File: src/rtl/muldiv_pkg.sv
// Shared encodings for the HI/LO multiply/divide unit.
package muldiv_pkg;

    typedef enum logic [1:0] {
        OP_MULT = 2'b00,
        OP_DIV  = 2'b01,
        OP_MTHI = 2'b10,
        OP_MTLO = 2'b11
    } op_t;

    typedef enum logic [1:0] {
        IDLE = 2'b00,
        MUL  = 2'b01,
        DIV  = 2'b10
    } state_t;

endpackage

File: src/rtl/hilo_muldiv_unit_if.sv
// Issue/readback bundle between the EX stage and the HI/LO multiply/divide unit.
interface hilo_muldiv_unit_if #(
    parameter int DATA_WIDTH = 32
);
    logic                  start;
    logic [1:0]            op;
    logic                  is_signed;
    logic [DATA_WIDTH-1:0] rs_data;
    logic [DATA_WIDTH-1:0] rt_data;
    logic                  flush;
    logic                  rd_sel;
    logic [DATA_WIDTH-1:0] rd_data;
    logic                  busy;

    modport master (
        output start, op, is_signed, rs_data, rt_data, flush, rd_sel,
        input  rd_data, busy
    );

    modport slave (
        input  start, op, is_signed, rs_data, rt_data, flush, rd_sel,
        output rd_data, busy
    );
endinterface

File: src/rtl/div_step.sv
// One restoring-division step: shift in the next dividend bit, trial-subtract the divisor.
module div_step #(
    parameter int DATA_WIDTH = 32
) (
    input  logic [DATA_WIDTH-1:0] rem_in,
    input  logic [DATA_WIDTH-1:0] divisor,
    input  logic                  bit_in,
    output logic [DATA_WIDTH-1:0] rem_out,
    output logic                  q_bit
);
    logic [DATA_WIDTH:0] shifted;
    logic [DATA_WIDTH:0] diff;

    // rem_in < divisor holds between steps, so diff's MSB is a clean borrow flag
    assign shifted = {rem_in, bit_in};
    assign diff    = shifted - {1'b0, divisor};
    assign q_bit   = ~diff[DATA_WIDTH];
    assign rem_out = q_bit ? diff[DATA_WIDTH-1:0] : shifted[DATA_WIDTH-1:0];
endmodule

File: src/rtl/hilo_muldiv_unit.sv
// Iterative MULT/DIV owning HI/LO, with single-cycle MTHI/MTLO and a busy flag for hazard stalls.
// Define MULDIV_SIGNED_EN to honour is_signed (magnitude iteration, sign fixup on completion).
module hilo_muldiv_unit
    import muldiv_pkg::*;
#(
    parameter int DATA_WIDTH = 32
) (
    input logic               clk,
    input logic               rst_n,
    hilo_muldiv_unit_if.slave bus
);
    // state | meaning
    // IDLE  | no iteration running; start (MULT/DIV/MTHI/MTLO) may be accepted
    // MUL   | shift-add multiply, one multiplier bit per cycle
    // DIV   | restoring divide, one quotient bit per cycle

    localparam int W  = DATA_WIDTH;
    localparam int CW = $clog2(W) + 1;

    state_t          state, state_nx;
    op_t             op_in;
    logic            accept, finish, last_step;
    logic            acc_mul, acc_div;
    logic [CW-1:0]   count;
    logic [2*W-1:0]  acc, acc_step, mul_next, div_next;
    logic [W:0]      mul_sum;
    logic [W-1:0]    mcand, divisor, rs_orig, hi, lo;
    logic [W-1:0]    rs_mag, rt_mag, rem_nx, res_hi, res_lo;
    logic            div_zero, q_bit;

    assign op_in   = op_t'(bus.op);
    assign acc_mul = accept && (op_in == OP_MULT);
    assign acc_div = accept && (op_in == OP_DIV);

    always_ff @(posedge clk or negedge rst_n) begin
        if (!rst_n) state <= IDLE;
        else        state <= state_nx;
    end

    always_comb begin
        state_nx  = state;
        accept    = 1'b0;
        finish    = 1'b0;
        last_step = (count == CW'(1));
        case (state)
            IDLE: accept = bus.start & ~bus.flush;
            MUL, DIV: begin
                if (bus.flush) begin
                    state_nx = IDLE;
                end else if (last_step) begin
                    state_nx = IDLE;
                    finish   = 1'b1;
                    accept   = bus.start;
                end
            end
            default: state_nx = IDLE;
        endcase
        if (accept) begin
            if (op_in == OP_MULT)     state_nx = MUL;
            else if (op_in == OP_DIV) state_nx = DIV;
        end
    end

`ifdef MULDIV_SIGNED_EN
    logic rs_neg, rt_neg, neg_res, neg_rem;

    assign rs_neg = bus.is_signed & bus.rs_data[W-1];
    assign rt_neg = bus.is_signed & bus.rt_data[W-1];
    assign rs_mag = rs_neg ? -bus.rs_data : bus.rs_data;
    assign rt_mag = rt_neg ? -bus.rt_data : bus.rt_data;

    always_ff @(posedge clk or negedge rst_n) begin
        if (!rst_n) begin
            neg_res <= 1'b0;
            neg_rem <= 1'b0;
        end else if (acc_mul || acc_div) begin
            neg_res <= rs_neg ^ rt_neg;
            neg_rem <= rs_neg;
        end
    end
`else
    logic unused_is_signed;

    assign unused_is_signed = bus.is_signed;
    assign rs_mag           = bus.rs_data;
    assign rt_mag           = bus.rt_data;
`endif

    // multiplier sits in acc's low half and is shifted out as product bits shift in
    assign mul_sum  = {1'b0, acc[2*W-1:W]} + {1'b0, (acc[0] ? mcand : {W{1'b0}})};
    assign mul_next = {mul_sum, acc[W-1:1]};

    div_step #(.DATA_WIDTH(W)) u_div_step (
        .rem_in  (acc[2*W-1:W]),
        .divisor (divisor),
        .bit_in  (acc[W-1]),
        .rem_out (rem_nx),
        .q_bit   (q_bit)
    );

    assign div_next = {rem_nx, acc[W-2:0], q_bit};
    assign acc_step = (state == MUL) ? mul_next : div_next;

    always_comb begin
        res_hi = acc_step[2*W-1:W];
        res_lo = acc_step[W-1:0];
        if (state == DIV && div_zero) begin
            res_hi = rs_orig;
            res_lo = {W{1'b1}};
        end
`ifdef MULDIV_SIGNED_EN
        else if (state == MUL && neg_res) begin
            {res_hi, res_lo} = -acc_step;
        end else if (state == DIV) begin
            if (neg_res) res_lo = -acc_step[W-1:0];
            if (neg_rem) res_hi = -acc_step[2*W-1:W];
        end
`endif
    end

    always_ff @(posedge clk or negedge rst_n) begin
        if (!rst_n) begin
            count    <= '0;
            acc      <= '0;
            mcand    <= '0;
            divisor  <= '0;
            rs_orig  <= '0;
            div_zero <= 1'b0;
            hi       <= '0;
            lo       <= '0;
        end else begin
            if (acc_mul) begin
                acc   <= {{W{1'b0}}, rt_mag};
                mcand <= rs_mag;
                count <= CW'(W);
            end else if (acc_div) begin
                acc      <= {{W{1'b0}}, rs_mag};
                divisor  <= rt_mag;
                rs_orig  <= bus.rs_data;
                div_zero <= (bus.rt_data == '0);
                count    <= CW'(W);
            end else if (state != IDLE) begin
                acc   <= acc_step;
                count <= bus.flush ? '0 : count - CW'(1);
            end
            if (finish) begin
                hi <= res_hi;
                lo <= res_lo;
            end
            // an MTHI/MTLO issued on a completion edge is younger, so it overrides
            if (accept && op_in == OP_MTHI) hi <= bus.rs_data;
            if (accept && op_in == OP_MTLO) lo <= bus.rs_data;
        end
    end

    assign bus.rd_data = bus.rd_sel ? hi : lo;
    assign bus.busy    = (state != IDLE);
endmodule
File: src/flat_wrapper.sv
// flat-port wrapper written by rule: the top's interface ports become plain ports
module hilo_muldiv_unit_flat import muldiv_pkg::*;
#(
    parameter int DATA_WIDTH = 32
)
  (clk, rst_n, bus_start, bus_op, bus_is_signed, bus_rs_data, bus_rt_data, bus_flush, bus_rd_sel, bus_rd_data, bus_busy);
  hilo_muldiv_unit_if #(.DATA_WIDTH(DATA_WIDTH)) bus_i ();
  input logic clk;
  input logic rst_n;
  input wire logic [$bits(bus_i.start)-1:0] bus_start;
  input wire logic [$bits(bus_i.op)-1:0] bus_op;
  input wire logic [$bits(bus_i.is_signed)-1:0] bus_is_signed;
  input wire logic [$bits(bus_i.rs_data)-1:0] bus_rs_data;
  input wire logic [$bits(bus_i.rt_data)-1:0] bus_rt_data;
  input wire logic [$bits(bus_i.flush)-1:0] bus_flush;
  input wire logic [$bits(bus_i.rd_sel)-1:0] bus_rd_sel;
  output wire logic [$bits(bus_i.rd_data)-1:0] bus_rd_data;
  output wire logic [$bits(bus_i.busy)-1:0] bus_busy;
  assign bus_i.start = bus_start;
  assign bus_i.op = bus_op;
  assign bus_i.is_signed = bus_is_signed;
  assign bus_i.rs_data = bus_rs_data;
  assign bus_i.rt_data = bus_rt_data;
  assign bus_i.flush = bus_flush;
  assign bus_i.rd_sel = bus_rd_sel;
  assign bus_rd_data = bus_i.rd_data;
  assign bus_busy = bus_i.busy;
  hilo_muldiv_unit #(.DATA_WIDTH(DATA_WIDTH)) u_core (.clk(clk), .rst_n(rst_n), .bus(bus_i));
endmodule
File: config.mk
export PLATFORM = sky130hd
export DESIGN_NAME = hilo_muldiv_unit_flat
export DESIGN_NICKNAME = d
export VERILOG_FILES = /design/src/rtl/muldiv_pkg.sv /design/src/rtl/hilo_muldiv_unit_if.sv /design/src/rtl/div_step.sv /design/src/rtl/hilo_muldiv_unit.sv /design/src/flat_wrapper.sv
export SDC_FILE = /design/constraint.sdc
export NUM_CORES = 1
export LEC_CHECK = 0
export BUFFER_PORTS_ARGS = -buffer_cell sky130_fd_sc_hd__clkbuf_2
export CAP_MARGIN = 10
export CORE_MARGIN = 1.5
export CORE_UTILIZATION = 55
export DETAILED_ROUTE_END_ITERATION = 7
export PLACE_DENSITY_LB_ADDON = 0.1
export SLEW_MARGIN = 30
export SYNTH_ARGS = -nofsm -noshare
export SYNTH_HDL_FRONTEND = slang
export SYNTH_SLANG_ARGS = --single-unit
File: constraint.sdc
create_clock -name clk -period 3.81 [get_ports clk]
set_input_delay 0.381 -clock clk [delete_from_list [all_inputs] [get_ports clk]]
set_output_delay 0.381 -clock clk [all_outputs]
set_load 0.01 [all_outputs]
==> impl.org, run 1 <==
** Synth
- During synthesis, Yosys emitted a total of 0 warnings.
- Net count after synthesis :: 1900
- Yosys mapped a number of flops with a built-in enable equal to 0.
- Post-synthesis share of cell area spent on and, or, nand and nor gates :: 0.163
- After synthesis, the share of cell area in mux cells is 0.121.
- Ys flop type :: dfrtp_1
- After synthesis, the cell types taking the most area are dfrtp_1, mux2_2, o21ai_0, ha_1, nand2_1.
- Top-area cell type share of the netlist area :: 0.370
- The largest total area in the synthesized netlist belongs to dfrtp_1.
- In this run, distinct cell masters in the synthesized netlist total 83.
- Per-instance average area after synthesis :: 8.97 um2
- For this run, the register share of the synthesized area comes to 0.370.
- For this run, asynchronously set or reset flops after synthesis account for 1.00.
- The synthesized-area fraction occupied by ao, oa, aoi and oai cells is 0.211.
- Of the total synthesized cell area, the portion taken by XOR and XNOR cells is 0.0284.
- Synthesized netlist cell count :: 1756
- Combinational family with the most area after synthesis :: compound AO/OA/AOI/OAI gates
- Of the total synthesized cell area, the portion taken by full adders, half adders and majority gates is 0.0582.
- In this run the cell area of the synthesized design comes to between 15000 and 20000 um2.
- Synthesis inferred 233 register bits.

** Pwr
- Power spread over the standard cell area amounts to 1010 nW/um2.
- For this design the static power due to leakage is 7.80 nW.
- The completed layout was analyzed and its total power is roughly 18 mW.
- Peak VDD IR :: 585 uV

** Worst setup path
- Count of buffer and inverter cells on the critical path :: 1
- Family of cells with the greatest summed delay on the critical path :: compound AO/OA/AOI/OAI gates
- On the critical path, the stage with the largest delay is an instance of dfrtp_1.
- The critical path goes through buf_4, and2_1, ha_1, a211o_1, a211oi_2, o31ai_2, a221o_1, o32ai_2, o21bai_1, a211o_1, o211a_1, a221o_1.
- Top fanout value on the critical path :: 14
- STA puts the critical path data required time at 4250 ps.
- For this run, the slowest stage of the critical path takes ~470 ps.
- The worst setup path is launched from a flip-flop.
- STA puts the critical path data arrival time at ~4000 ps.
- The worst setup path is captured at a flip-flop.
- Critical path start-end classification :: flip-flop to flip-flop

** Layout
- Total inserted antenna cells :: 0
- Final nets :: 1979
- Multi-input gate area :: 9230 um2
- Leading cell types in the layout, fill and taps excluded :: dfrtp_1, o21ai_0, nand2_1
- Across the whole layout, storage elements account for 5830 um2.
- Most common library cell in the layout ignoring fill and taps :: dfrtp_1
- After filler insertion, the fill cell instance count of the layout stands at 2372.
- Compared with the post-synthesis result, the final layout area differs by 12.8%.
- In the final layout, the share of cells above drive strength 1 is 0.210.

** Timing
- Total count of max-transition violations in the final report :: 0
- Based on the critical path, the design can be clocked at up to about 280 MHz.
- Across the routed clock network, the largest skew measured is ~18 ps.
- Measured against its own limit, the worst slew margin works out to 0.352.
- Setup ws final :: 221 ps
- The count of final hold-check violations came to 0.
- For the final routed database, the setup TNS stands at 0 ps.
- Setup repair after global routing missed its margin :: no
- Counting I/O delays and the setup requirement, the final critical path takes 3590 ps.
- For the pin with the worst max-slew slack, the measured transition is 968 ps.
- In the finished design, the share of the clock period the worst path needs comes to 0.942.
- Final count of negative-setup-slack endpoints :: 0

** Detailed routing
- Across all layers, the routed design uses 14100 vias.
- The detail route stage leaves a number of antenna-violating nets equal to 0.
- Average wire per standard cell :: around 23 um
- Via-per-instance ratio :: 6.31
- Summed over all layers, the routed wires come to 50.3 mm.
- For this block, the initial DRC count from the detailed router was 1335.
- For this run, the detailed router's first-pass iteration total came to 5.
- In the routed design, unresolved DRC markers number 0.

** Clocking
- CTS Buffer Depth :: 3
- Clock net sink count :: 233
- Clock-pin slew reported for the worst setup and hold paths after clock tree synthesis :: around 60 ps
- Clock latency on the worst-skew pair, taken at its later pin, is between 500 and 600 ps.
- CTS built an H-tree with a depth of 1.
- TritonCTS created 28 clock buffers.
- TritonCTS built the clock tree.
- Clock root buffer master :: clkbuf_16

** Floorplan
- The die covers roughly 30000 um2.
- For this configuration, the core starts out at a cell density of 0.562.
- After floorplanning, the core was divided into slightly above 60 placement rows.
- Die outline width :: roughly 170 um
- Area of the core region :: ~28000 um2
- Number of placed I/O pins :: between 100 and 150
- Vertical die dimension :: roughly 170 um

** GRT
- Largest net degree at the start of global routing :: 112
- The number of global-route vias before repair was 13200.
- Total global routing track utilization :: 0.341
- The first global-routing pass estimated 76.9 mm of wire.
- Antenna violations before repair :: 0
- Global routing finished with a remaining overflow of 0.

** Place
- Placer Congestion :: 0.953
- Pre-CTS setup slack :: around 170 ps
- Final HPWL from detailed placement :: 36.5 mm
- In this run the tool buffered the top-level ports with 103 buffer cells.

** Outcome
- Result of the run :: finished clean

** Worst hold path
- In this run the worst hold path is classified as primary input to flip-flop.

** Run
- Max-cap violations :: 0
==> where the power goes <==
part	total, mW	internal, mW	switching (mW)
clock network	2.71	1.58	1.12
registers	4.58	3.70	0.877
logic	10.7	4.45	6.23
total	18.0	9.74	8.23
==> final timing paths <==
path / startpoint / depth (start not counted) / slack, ps / end
worst max-delay path: u_core.acc[0]$_DFFE_PN0P_ / 12 / 220 / u_core.hi[31]$_DFFE_PN0P_
worst min-delay path: bus_rt_data[0] / 3 / 90 / u_core.divisor[0]$_DFFE_PN0P_
worst max register to register: u_core.acc[0]$_DFFE_PN0P_ / 12 / 220 / u_core.hi[31]$_DFFE_PN0P_
worst min register to register: u_core.divisor[0]$_DFFE_PN0P_ / 2 / 490 / u_core.divisor[0]$_DFFE_PN0P_
max in group asynchronous: rst_n / 3 / 2450 / u_core.acc[59]$_DFFE_PN0P_
min in group asynchronous: rst_n / 2 / 470 / u_core.acc[3]$_DFFE_PN0P_
==> kinds of logic (layout without fill, tap and decap cells) <==
group | Yosys count | in the layout
flops | 233 | 233
mux | 174 | 174
buf+inv | 170 | 267
compound gates | 533 | 533
simple gates | 523 | 524
fa+ha+maj | 72 | 72
xor+xnor | 51 | 51
==> sequential cells by signal (all words and copies together) (netlist names) <==
name             cells
u_core.lo           32
u_core.hi           32
u_core.div_zero      1
u_core.divisor      32
u_core.rs_orig      32
u_core.count         6
u_core.acc          64
u_core.state         2
u_core.mcand        32
==> synthesized netlist by cell type, types with 4 or more instances <==
master	instances
and3_1	8
o31ai_1	22
or2_2	5
nand2b_1	42
a211o_1	6
mux2i_1	42
a211oi_2	5
clkbuf_1	76
a211oi_1	11
inv_1	51
o41ai_1	5
o211a_1	5
dfrtp_1	233
a221o_1	7
o21bai_1	7
a21boi_0	5
a21oi_1	137
o31a_1	4
buf_6	5
ha_1	70
xnor2_1	32
nor4_1	9
and4_1	4
nor3_1	18
xor2_1	19
o21ai_0	191
nor2_1	72
a221oi_1	5
and2_1	39
nor2b_1	6
buf_1	8
o211ai_1	40
nand2_1	183
a21o_1	21
buf_2	21
mux2_2	132
o22ai_1	6
a31oi_1	8
or3_1	37
o21ai_1	6
o21a_1	9
nand4_1	18
nand3_1	65
==> layer usage <==
layer | share of wire | vias to the layer above | GRT usage
met5 | 0 | - | 0
met4 | 0.023 | 0 | 0.0779
met3 | 0.090 | 82 | 0.0671
met2 | 0.41 | 591 | 0.489
met1 | 0.47 | 6899 | 0.525
li1 | - | 6509 | -
==> timing repair <==
| item | CTS | global route |
|---|---|---|
| hold buffers | 1 | 0 |
| endpoints found under the hold margin | 109 | 0 |
| resized for setup | 0 | 2 |
| buffers inserted | 0 | 3 |
| endpoints found under the setup margin | 0 | 21 |
==> worst reg2reg max path: stages, from the launching register on <==
cell      delay, ps
dfrtp_1         470
buf_4           220
and2_1          160
ha_1            240
a211o_1         290
a211oi_2        240
o31ai_2         130
a221o_1         390
o32ai_2         350
o21bai_1        140
a211o_1         300
o211a_1         200
a221o_1         350
==> final cells by class <==
cell class / count / area share
Clock buffer: 38 / 0.0444
Clock inverter: 11 / 0.00768
Inverter: 52 / 0.0110
Multi-Input combinational cell: 1354 / 0.520
Sequential cell: 233 / 0.328
Tap cell: 378 / 0.0266
Timing Repair Buffer: 166 / 0.0627
==> through the flow <==
stage                     instances  cell area [um2]  utilization  hold WS (ps)
after floorplan                1756            15700            -          85.4
after global placement         2177            16800        0.599           467
after detailed placement       2177            16800        0.599           472
after CTS                      2227            17700        0.632          68.1
after global routing           2232            17800        0.634          87.3
final                          2232            17800        0.634          88.5
Note: power is estimated with default switching activity, not from simulation.
==> run 2: changes to the inputs <==
--- a/config.mk
+++ b/config.mk
@@ -8,4 +8,5 @@
 export BUFFER_PORTS_ARGS = -buffer_cell sky130_fd_sc_hd__clkbuf_2
 export CAP_MARGIN = 10
+export CORE_ASPECT_RATIO = 1.2
 export CORE_MARGIN = 1.5
 export CORE_UTILIZATION = 55
==> constraint.sdc (replaced) <==
create_clock -name clk -period 3.81 [get_ports clk]
set_input_delay 0.762 -clock clk [delete_from_list [all_inputs] [get_ports clk]]
set_output_delay 0.762 -clock clk [all_outputs]
set_load 0.01 [all_outputs]
==> run 2 against run 1 <==
  * Setup slack worse by 79 ps
  * Clock-buffer cell count decreased by 1
  * Via count fell by 0.60%
  * Global-route usage is 0.11 points higher
  * Hold slack gained 130 ps
  * Non-clock buffer count is the same
  * Die area barely moved
==> impl.org, run 2 (synthesized netlist as in run 1, its figures left out) <==
** Outcome
- Result of the run :: finished clean

** Clocking
- The tree is rooted in a clkbuf_16.
- Count of H-tree levels built during CTS :: 1 (unchanged)
- The number of buffers added by the clock tree synthesis step came to 26 (-7.1%).
- Clock tree from TritonCTS :: yes
- Clock network latency to the later pin of the worst-skew pair :: 540 ps (-40 ps)
- The number of buffers between clock root and the deepest sink is 3 (unchanged).
- Clock net sink count :: 233 (unchanged)
- Clock-pin slew reported for the worst setup and hold paths after clock tree synthesis :: 60 ps (about the same)

** Timing
- The headroom to the max-slew limit came to 0.473 (+0.122).
- Final hold viol count :: 0 (unchanged)
- Setup ws final :: 141 ps (-79.3 ps)
- Actual transition at the worst max-transition pin :: 790 ps (-178 ps)
- The share of the clock period used by the worst path came to 0.963 (+0.0208).
- The clock skew after layout came to 24.8 ps (+6.76 ps).
- F_max :: 273 MHz (-2.2%)
- The final hold slack was 218 ps (+130 ps).
- The post-layout minimum cycle time is 3670 ps (+79.3 ps).
- The final max-slew violation count was 0 (unchanged).
- Setup TNS Final :: 0 ps (unchanged)
- Final count of negative-setup-slack endpoints :: 0 (unchanged)
- Setup repair after global routing missed its margin :: no

** Worst hold path
- Hold Path Class :: primary input to async pin

** Floorplan
- # rows :: 67 (+9.8%)
- The initial core utilization came to 0.561 (-0.00145).
- Area of the core region :: 28100 um2 (+0.26%)
- The vertical extent of the die came to 188 um (+9.4%).
- Number of placed I/O pins :: 105 (unchanged)
- The horizontal die dimension was 157 um (-8.6%).
- Die area :: 29700 um2 (about the same)

** Detailed routing
- The per-cell via count in the routed design came to 6.26 (-0.69%).
- The iteration-0 DRC count of the detailed router was 1249 (-6.4%).
- The iteration count of the initial detailed-routing pass was 5 (unchanged).
- The final routed DRC violation total was 0 (unchanged).
- The aggregate routed wire length came to 50.8 mm (+0.97%).
- Via total after detailed routing :: 14000 (-0.60%)
- Post-route antenna net violation count :: 0 (unchanged)
- The average routed wire per standard cell was 22.7 um (+0.88%).

** Worst setup path
- Critical path start-end classification :: flip-flop to flip-flop
- For this design, the slowest cell found on the critical path is o41ai_1.
- Critical Path RT :: 4210 ps (-40 ps)
- The cell family contributing the most delay on the critical path is compound AO/OA/AOI/OAI gates.
- The worst setup path is captured at a flip-flop.
- Critical path data arrival time :: 4070 ps (+40 ps)
- The total buffers and inverters traversed by the critical path is 2 (+1).
- Chain of cells forming the critical path :: inv_1, ha_1, fa_1, nand2b_1, a21oi_1, o41ai_4, o31a_1, o41ai_1, buf_4, a21boi_0, xnor2_1, a211oi_2, o21ai_0
- Peak per-stage delay on the critical path :: 430 ps (-40 ps)
- The worst-path maximum fanout is 6 (-8).
- Crit start category :: flip-flop

** GRT
- The global route total overflow is 0 (unchanged).
- The overall global routing resource usage came to 0.342 (+0.00113).
- Largest net degree at the start of global routing :: 99 (-12%)
- The global-route wire length before repair was 78.0 mm (+1.4%).
- The number of global-route vias before repair was 13400 (+1.9%).
- Antenna violations before repair :: 2 (+2)

** Layout
- Fill cell total of the finished layout :: 2457 (+3.6%)
- Final nets :: 1978 (-0.051%)
- The utilization after layout was 0.634 (about the same).
- The flip-flop count of the largest register after layout is 64 (unchanged).
- Leading cell types in the layout, fill and taps excluded :: dfrtp_1, o21ai_0, nand2_1
- More flip-flops sit in one register than any other, and that register is u_core.acc.
- Share of layout cells above drive strength 1 :: 0.214 (+0.00389)
- Leaving out fill and tap cells, the most frequent cell in the layout is dfrtp_1.
- The area growth from synthesis to layout is 13.0%.

** Place
- The worst slack at placement came to 69.7 ps (-103 ps).
- The global placement routability congestion came to 0.975 (+2.4%).
- Input/output buffers :: 103 (unchanged)
- The detailed placement HPWL came to 36.5 mm (about the same).

** Pwr
- The sum of internal, switching and leakage power was 18.1 mW (+0.52%).
- The worst voltage drop across the vdd grid was 662 uV (+13%).
- Power density over the cells :: 1010 nW/um2 (+0.34%)
- The leakage power is 7.80 nW (about the same).

** Run
- The number of maximum-capacitance violations was 0 (unchanged).
run 2: cell count changes in the layout (fill, tap and decap cells not counted), moves of 2 or more:
| cell | delta |
|---|---|
| buf_12 | -2 |
| clkbuf_16 | -2 |
| bufinv_16 | +2 |
| clkbuf_1 | -3 |
| buf_4 | +3 |
| diode_2 | +2 |
| clkbuf_8 | +4 |
| clkinv_2 | -2 |
run 2: final timing paths:
check | from | end | slack (ps) | depth (start not counted)
max reg2reg | u_core.acc[31]$_DFFE_PN0P_ | u_core.hi[26]$_DFFE_PN0P_ | 140 | 13
min | rst_n | u_core.lo[8]$_DFFE_PN0P_ | 220 | 1
min reg2reg | u_core.divisor[0]$_DFFE_PN0P_ | u_core.divisor[0]$_DFFE_PN0P_ | 490 | 2
max in group asynchronous | rst_n | u_core.hi[29]$_DFFE_PN0P_ | 2620 | 2
min in group clk | u_core.divisor[0]$_DFFE_PN0P_ | u_core.divisor[0]$_DFFE_PN0P_ | 490 | 2
max | u_core.acc[31]$_DFFE_PN0P_ | u_core.hi[26]$_DFFE_PN0P_ | 140 | 13
run 2: cell type report:
class | count | area (um2) | area share
Multi-Input combinational cell | 1355 | 9260 | 0.520
Tap cell | 379 | 474 | 0.0266
Antenna cell | 2 | 5.00 | 0.000281
Timing Repair Buffer | 166 | 1090 | 0.0610
Sequential cell | 233 | 5830 | 0.328
Clock inverter | 10 | 164 | 0.00921
Clock buffer | 37 | 782 | 0.0439
Inverter | 52 | 195 | 0.0110
run 2: metal layers:
metal,up-vias,GRT usage,share of wire
li1,6523,-,-
met1,6802,0.509,0.45
met2,568,0.499,0.43
met3,99,0.0603,0.080
met4,4,0.120,0.034
met5,-,0,0.00045
run 2: metrics by stage:
step | std cells | cell area, um2
floorplan | 1756 | 15700
global placement | 2179 | 16800
detailed placement | 2179 | 16800
CTS | 2226 | 17700
global route | 2232 | 17800
finish | 2234 | 17800
run 2: timing repair:
| action | CTS | global route |
|---|---|---|
| hold buffers | 0 | 0 |
| endpoints found under the setup margin | 0 | 33 |
| buffers inserted | 0 | 4 |
| resized for setup | 0 | 9 |
run 2: power breakdown:
group	switching, mW	total, mW	internal [mW]
sequential	0.856	4.56	3.70
combinational	6.25	10.8	4.50
clock	1.06	2.75	1.69
